<file path="src/rtl/sram_fifo_ctrl.sv">
// -----------------------------------------------------------------------------
// sram_fifo_ctrl
//
// Synchronous FIFO controller sitting directly upstream of a simple dual-port
// SRAM. The SRAM has one write port and one registered read port with a
// 1-cycle read latency. On a same-address read/write it returns the old data.
//
// The write side turns a valid/ready stream into SRAM write commands. The read
// side issues SRAM reads ahead of the consumer. It re-times the registered
// SRAM q into a 2-entry output buffer, so out_data/out_valid come straight from
// flops. Sustained rate is one word per clock in each direction.
//
// Ports
//   clk        clock, all logic on posedge
//   rst        synchronous active-high reset
//   in_data    write-side word
//   in_valid   write-side word present
//   in_ready   controller accepts word (transfer on in_valid & in_ready)
//   out_data   read-side word, head of the output buffer
//   out_valid  out_data valid
//   out_ready  consumer takes word (transfer on out_valid & out_ready)
//   mem_we     SRAM write enable
//   mem_waddr  SRAM write address
//   mem_wdata  SRAM write data
//   mem_raddr  SRAM read address
//   mem_q      SRAM read data, valid the cycle after mem_raddr
//   mem_count  words held in the SRAM (excludes in-flight read and buffer)
// -----------------------------------------------------------------------------
module sram_fifo_ctrl #(
    parameter int DATA_WIDTH = 8,
    parameter int ADDR_WIDTH = 8
) (
    input  logic                  clk,
    input  logic                  rst,
    input  logic [DATA_WIDTH-1:0] in_data,
    input  logic                  in_valid,
    output logic                  in_ready,
    output logic [DATA_WIDTH-1:0] out_data,
    output logic                  out_valid,
    input  logic                  out_ready,
    output logic                  mem_we,
    output logic [ADDR_WIDTH-1:0] mem_waddr,
    output logic [DATA_WIDTH-1:0] mem_wdata,
    output logic [ADDR_WIDTH-1:0] mem_raddr,
    input  logic [DATA_WIDTH-1:0] mem_q,
    output logic [ADDR_WIDTH:0]   mem_count
);

    localparam int DEPTH = 2 ** ADDR_WIDTH;
    localparam logic [ADDR_WIDTH:0] FULL_CNT = (ADDR_WIDTH + 1)'(DEPTH);

    // Stage 0: SRAM pointers and occupancy
    logic [ADDR_WIDTH-1:0] wr_ptr_p0;
    logic [ADDR_WIDTH-1:0] rd_ptr_p0;
    logic [ADDR_WIDTH:0]   cnt_p0;

    // Stage 1: read issued last cycle, mem_q carries its word now
    logic                  vld_p1;

    // Stage 2: output buffer, entry 0 is the head
    logic [DATA_WIDTH-1:0] ob_data0_p2;
    logic [DATA_WIDTH-1:0] ob_data1_p2;
    logic [1:0]            ob_cnt_p2;

    logic                  accept;
    logic                  pop;
    logic                  rd_issue;
    logic [1:0]            ob_cnt_next;
    logic [1:0]            ob_wr_slot;
    logic [ADDR_WIDTH:0]   cnt_next;

    function automatic logic [ADDR_WIDTH-1:0] ptr_inc(input logic [ADDR_WIDTH-1:0] p);
        return p + 1'b1;
    endfunction

    always_comb begin
        in_ready  = !rst && (cnt_p0 != FULL_CNT);
        accept    = in_valid && in_ready;
        out_valid = (ob_cnt_p2 != 2'd0);
        out_data  = ob_data0_p2;
        pop       = out_valid && out_ready;

        mem_we    = accept;
        mem_waddr = wr_ptr_p0;
        mem_wdata = in_data;
        mem_raddr = rd_ptr_p0;
        mem_count = cnt_p0;

        // Buffer occupancy next cycle, counting the word already in flight.
        // ob_cnt + vld never exceeds 2, so this cannot wrap.
        ob_cnt_next = ob_cnt_p2 + {1'b0, vld_p1} - {1'b0, pop};

        // Only issue a read if its word is guaranteed a buffer slot. Because
        // the count is registered, a word written this cycle is not yet
        // visible here, so a same-address read/write is never issued.
        rd_issue = !rst && (cnt_p0 != '0) && (ob_cnt_next < 2'd2);

        // Slot the arriving SRAM word lands in, after any pop shifts the head
        ob_wr_slot = ob_cnt_p2 - {1'b0, pop};

        cnt_next = cnt_p0;
        case ({accept, rd_issue})
            2'b10:   cnt_next = cnt_p0 + 1'b1;
            2'b01:   cnt_next = cnt_p0 - 1'b1;
            default: cnt_next = cnt_p0;
        endcase
    end

    always_ff @(posedge clk) begin
        if (rst) begin
            wr_ptr_p0 <= '0;
            rd_ptr_p0 <= '0;
            cnt_p0    <= '0;
            vld_p1    <= 1'b0;
            ob_cnt_p2 <= 2'd0;
        end else begin
            if (accept)
                wr_ptr_p0 <= ptr_inc(wr_ptr_p0);
            if (rd_issue)
                rd_ptr_p0 <= ptr_inc(rd_ptr_p0);
            cnt_p0    <= cnt_next;
            vld_p1    <= rd_issue;
            ob_cnt_p2 <= ob_cnt_next;
            // A full buffer receiving a word without a pop would lose data.
            assert (!(vld_p1 && !pop && ob_cnt_p2 == 2'd2));
        end
    end

    // Buffer data is not reset: ob_cnt_p2 decides what is valid.
    always_ff @(posedge clk) begin
        if (pop)
            ob_data0_p2 <= ob_data1_p2;
        if (vld_p1) begin
            if (ob_wr_slot == 2'd0)
                ob_data0_p2 <= mem_q;
            else
                ob_data1_p2 <= mem_q;
        end
    end

endmodule

</file>
<file path="config.mk">
export PLATFORM = sky130hd
export DESIGN_NAME = sram_fifo_ctrl
export DESIGN_NICKNAME = d
export VERILOG_FILES = /design/src/rtl/sram_fifo_ctrl.sv
export SDC_FILE = /design/constraint.sdc
export NUM_CORES = 1
export LEC_CHECK = 0
export BUFFER_PORTS_ARGS = -buffer_cell sky130_fd_sc_hd__buf_2
export CAP_MARGIN = 20
export CELL_PAD_IN_SITES_DETAIL_PLACEMENT = 0
export CELL_PAD_IN_SITES_GLOBAL_PLACEMENT = 1
export CORE_MARGIN = 2
export CORE_UTILIZATION = 38
export DETAILED_ROUTE_END_ITERATION = 6
export GPL_TIMING_DRIVEN = 0
export PLACE_DENSITY = 0.85
export SLEW_MARGIN = 20
export SYNTH_ARGS = -nofsm -noshare
export SYNTH_HDL_FRONTEND = slang
export SYNTH_SLANG_ARGS = --single-unit
export TNS_END_PERCENT = 5
</file>
<file path="constraint.sdc">
create_clock -name clk -period 4.04 [get_ports clk]
set_input_delay 0 -clock clk [delete_from_list [all_inputs] [get_ports clk]]
set_output_delay 0 -clock clk [all_outputs]
set_load 0.05 [all_outputs]
</file>
# Word-level counts from Yosys, hierarchy flattened
# Cells that the tools add are included.
# totals
register_bits	44
word_cells	34
latch_bits	0
ramBits	0
rom_bits	0
out_inout_bits	44
n_memories	0
# classes
shift	0
order_cmp	1
bitwise_logic	1
n_eq_ne	3
div	0
n_reduce_logical	11
multipliers	0
muxes	4
addsub	7
# op_table
operator	count
2-to-1 mux 8 bit	3
case mux 9 bit (2 select lines)	1
adder 8 x 1 -> 8 bit, second input constant	2
adder 9 x 1 -> 9 bit, second input constant	1
!= test 9 bit, second input constant	1
nonzero test 9 bit	1
subtractor 9 x 1 -> 9 bit, second input constant	1
logical AND 1 bit	5
nonzero test 2 bit	2
subtractor 2 x 1 -> 2 bit	2
adder 2 x 1 -> 2 bit	1
equality test 2 x 1 -> 1 bit, second input constant	1
equality test 2 bit, second input constant	1
logical NOT 2 bit	1
less-than comparator 2 bit, second input constant	1
AND reduction 2 bit	1
logical NOT 1 bit	1
NOT 1 bit	1

# Longest topological paths before layout
# depth
depth_word	7
mapped_depth	14
ltp_nobuf	13

# Worst setup path before layout
# OpenSTA, ideal clock, no wires.
# synth_timing
path_kind	register -> register
from	register cnt_p0[0] (netlist: mem_count[0])
to	register cnt_p0[8] (netlist: mem_count[8])
arrival_ns	3.441
period_less_slack_ns	3.575
stages_incl_launch_ff	13
t_required_ns	3.906
path_buffers	1
setup_slack_ns	0.465
cell_sequence	dfxtp_1 > nor4_2 > nand2_1 > o2111ai_2 > buf_6 > inv_2 > ha_1 > fa_1 > a21o_1 > a21oi_2 > o21ai_2 > o221a_1 > or4_1
# synth_via
elab_chain_len	5
elab_cells_between_ends	12
# synth_rtl
element	line_no	rtl
from (decl)	55	logic [ADDR_WIDTH:0] cnt_p0;
from (signal assigned)	121	cnt_p0 <= cnt_next;
nonzero test 9 bit (*)	96	rd_issue = !rst && (cnt_p0 != '0) && (ob_cnt_next < 2'd2);
logical AND 1 bit (*) (2 in a row)	96	
net rd_issue	67	logic rd_issue;
equality test 2 x 1 -> 1 bit / equality test 2 bit (equally long branches)	102	case ({accept, rd_issue})
case mux 9 bit (2 select lines) / nonzero test 2 bit (equally long branches)	--	
# The timed path passes the listed nets; every way through them passes the cells marked *.
# A chain may end at the register's enable or synchronous reset.

# Worst setup path in the final report
# layout_timing
from	register ob_cnt_p2[0]
to	register cnt_p0[8] (netlist: mem_count[8])
# layout_via
elab_chain_len	7
elab_cells_between_ends	10
# layout_rtl
element	line_no	rtl
from (decl)	63	logic [1:0] ob_cnt_p2;
from (signal assigned)	123	ob_cnt_p2 <= ob_cnt_next;
parallel branches: the longest is 2 deep, another holds adder 2 x 1 -> 2 bit	--	
subtractor 2 x 1 -> 2 bit (*)	91	ob_cnt_next = ob_cnt_p2 + {1'b0, vld_p1} - {1'b0, pop};
less-than comparator 2 bit (*)	96	
logical AND 1 bit (*)	96	
net rd_issue	67	
equality test 2 x 1 -> 1 bit / equality test 2 bit (equally long branches)	102	
case mux 9 bit (2 select lines) / nonzero test 2 bit (equally long branches)	--	
# Mark *: on every way through the listed nets, which the timed path passes.

==> flow_summary.ini <==
[status]
status = complete, no violations

[logic_synthesis]
synth.distinct_cells = 52
syn-num-nets = 265
yosys_warnings = 0
synth_flop_cell = dfxtp_1
synth_area_leaders = dfxtp_1 (33%), edfxtp_1 (11%), ha_1 (6.2%)
yosys.area.top_type = dfxtp_1
async_flop_share = 0
ys_ff_latch = 44
syn_area_mm2 = 0.002210
seq_area_frac_synth = 0.4349
syn_inst = 233
syn_area_per_cell_um2 = 9.483
synth_top_area_share = 0.3262
synth_edf_count = 8

[final_layout]
fin_util = 0.4988
synthToLayoutAreaGrowth_pct = 25.82
antenna_cells = 0
drive_gt1_frac = 0.2763
finalNetCount = 335

[floorplan]
num_rows = 27
die_area_mm2 = 0.006441
die_h_um = 80.26
coreArea_mm2 = 0.005574
io_pins = 64
die_w_um = 80.26
initial_core_util = 0.3964

[sta]
finalHoldViolCount = 0
rsz0062_at_grt = no
period_share = 0.9390
timing.final.ws_setup_ps = 246.3
slew_viol_final = 0
fin_worst_skew_ps = 5.174
max_freq_mhz = 263.6
worst_pin_slew_ps = 683.2
relSlewSlack = 0.5436
final-setup-viol-count = 0
period_needed_ps = 3794
finalSetupTns_ps = 0

[routing]
viasPerCell = 4.995
num_vias = 1878
routed_wl_um = 4852
first_iter_violations = 61
drc = 0
dr.pass1.iters = 7
drtAntennaViolNets = 0
wl_per_cell_um = 12.90

[cts]
cts_setup_buffers = 0
cts_tree = yes
cts_made_buffers = 5
clock_path_buffers = 2
worst_skew_pair.late_latency_ps = 300
cts_root_buf = clkbuf_8
htree_levels = 2
clkTransAtPathRegs_ps = 90
clkSinkCount = 44

[critical_path]
cp_slowest_cell = or4_1
reg2reg_slack_ps = 250
arrival_ps = 3970
cp_num_buf_inv = 2
path_delay_family = compound AO/OA/AOI/OAI gates
worstSetupPathType = reg -> reg
path_cells = nor2b_1 > a21o_1 > ha_1 > or3_1 > o2111ai_2 > buf_6 > inv_2 > ha_1 > fa_1 > a21o_1 > a21oi_2 > o21ai_2 > o221a_1 > or4_1
cp.required_ps = 4220
endpoint_kind = flip-flop
crit_path_max_fanout = 12
cp-start-kind = flip-flop
cp_slowest_stage_delay_ps = 500

[placement]
dp_hpwl_um = 3499
io_buffers = 55
place_ws_ps = 213.9
place.gp.congestion = 0.7722

[global_route]
gr-usage-all-layers = 0.1574
grt_pass1_wl_um = 7921
grt_max_degree = 16
grt_pass1_vias = 1736
grt_antenna_before_repair = 0
grt-ovfl-total = 0

[power_and_ir_drop]
p_leak_nw = 1.309
peakVddDrop_mv = 0.5072
powerDensity_mw_per_mm2 = 820.7

[min_path]
hold_path_class = in -> reg

[flow_run]
max-cap-violations = 0
==> logic make-up (layout without fill, tap and decap cells) <==
kind of cell             count (synthesis)  in the layout  synth area share
adder cells (fa/ha/maj)                 12             12           0.07135
buffers and inverters                   24             95           0.05832
AND/OR/NAND/NOR                         82             82            0.1959
AO/OA/AOI/OAI                           51             51            0.1552
multiplexers                             9              9           0.04077
flip-flops                              44             44            0.4349
XOR/XNOR                                11             11           0.04360
==> Yosys cell counts, types with 3 or more instances <==
cell and instances:
o21ai_1 12, xor2_1 9, mux2i_1 9, dfxtp_1 36
nor2_1 15, nand2_1 19, nor2b_1 4, and2_1 3
a21oi_1 7, nand3_1 12, or3_1 4, nand4_1 3
edfxtp_1 8, o21ai_0 6, a211oi_1 3, nor3_1 3
a31oi_1 3, buf_4 8, clkbuf_1 4, inv_1 6
and3_1 3, a21o_1 3, ha_1 11
==> what timing repair did <==
item                                    4_1_cts  5_1_grt
hold endpoints to repair                     16        0
gates resized for setup                       0        1
hold buffers                                  8        0
endpoints found under the setup margin        0        1
==> cells in the final DEF (no fill, tap or decap), types with 8 or more instances in the layout <==
cell type	netlist	final
buf_2	1	56
dfxtp_1	36	36
nand2_1	19	19
nor2_1	15	15
o21ai_1	12	12
nand3_1	12	12
ha_1	11	11
mux2i_1	9	9
xor2_1	9	9
buf_4	8	8
dlygate4sd3_1	0	8
edfxtp_1	8	8
==> flip-flops by register name, summed over array words and instances, names as in the netlist <==
register,cells
ob_data1_p2,8
mem_waddr,8
mem_count,9
mem_raddr,8
ob_cnt_p2,2
vld_p1,1
out_data,8
==> path summary, 6_finish.rpt <==
check                  to  cells after the start          from
max          mem_count[8]                     14  ob_cnt_p2[0]
min reg2reg  mem_raddr[3]                      1  mem_raddr[3]
min          mem_waddr[1]                      3      in_valid
max reg2reg  mem_count[8]                     14  ob_cnt_p2[0]
==> through the flow <==
stage	power, mW	area (um2)	hold WS (ps)	cells
floorplan	1.659	2210	98.87	233
global placement	1.899	2575	192.9	360
detailed placement	1.923	2575	192.9	360
CTS	2.283	2771	10.68	376
global route	2.446	2780	35.24	376
finish	2.282	2780	20.58	376
==> worst min-delay path: cells and delay by family <==
| family | cells | cell delay (ps) |
|---|---|---|
| buffers and inverters | 1 | 140 |
| and+or+nand+nor | 1 | 80 |
| AOI/OAI and AO/OA | 1 | 50 |
==> per-layer routing <==
layer	vias up	GRT usage	wire, um
met5	-	0	0
met4	0	0.04576	59
met3	6	0.04157	254
met2	52	0.2500	2166
met1	842	0.2096	2372
li1	978	-	-
==> where the power goes <==
part           total [mW]  internal (mW)  switching (mW)
logic                1.25          0.404           0.850
registers           0.683          0.566           0.117
clock network       0.346          0.186           0.159
==> area by class of cell <==
| type | count | area, um2 |
|---|---|---|
| Timing Repair Buffer | 63 | 355.3 |
| Buffer | 16 | 98.84 |
| Fill cell | 541 | 2794 |
| Clock buffer | 5 | 68.82 |
| Inverter | 8 | 30.03 |
| Multi-Input combinational cell | 165 | 1129 |
| Clock inverter | 3 | 47.55 |
| Tap cell | 72 | 90.09 |
| Sequential cell | 44 | 960.9 |
Power figures use the tool's default switching activity.
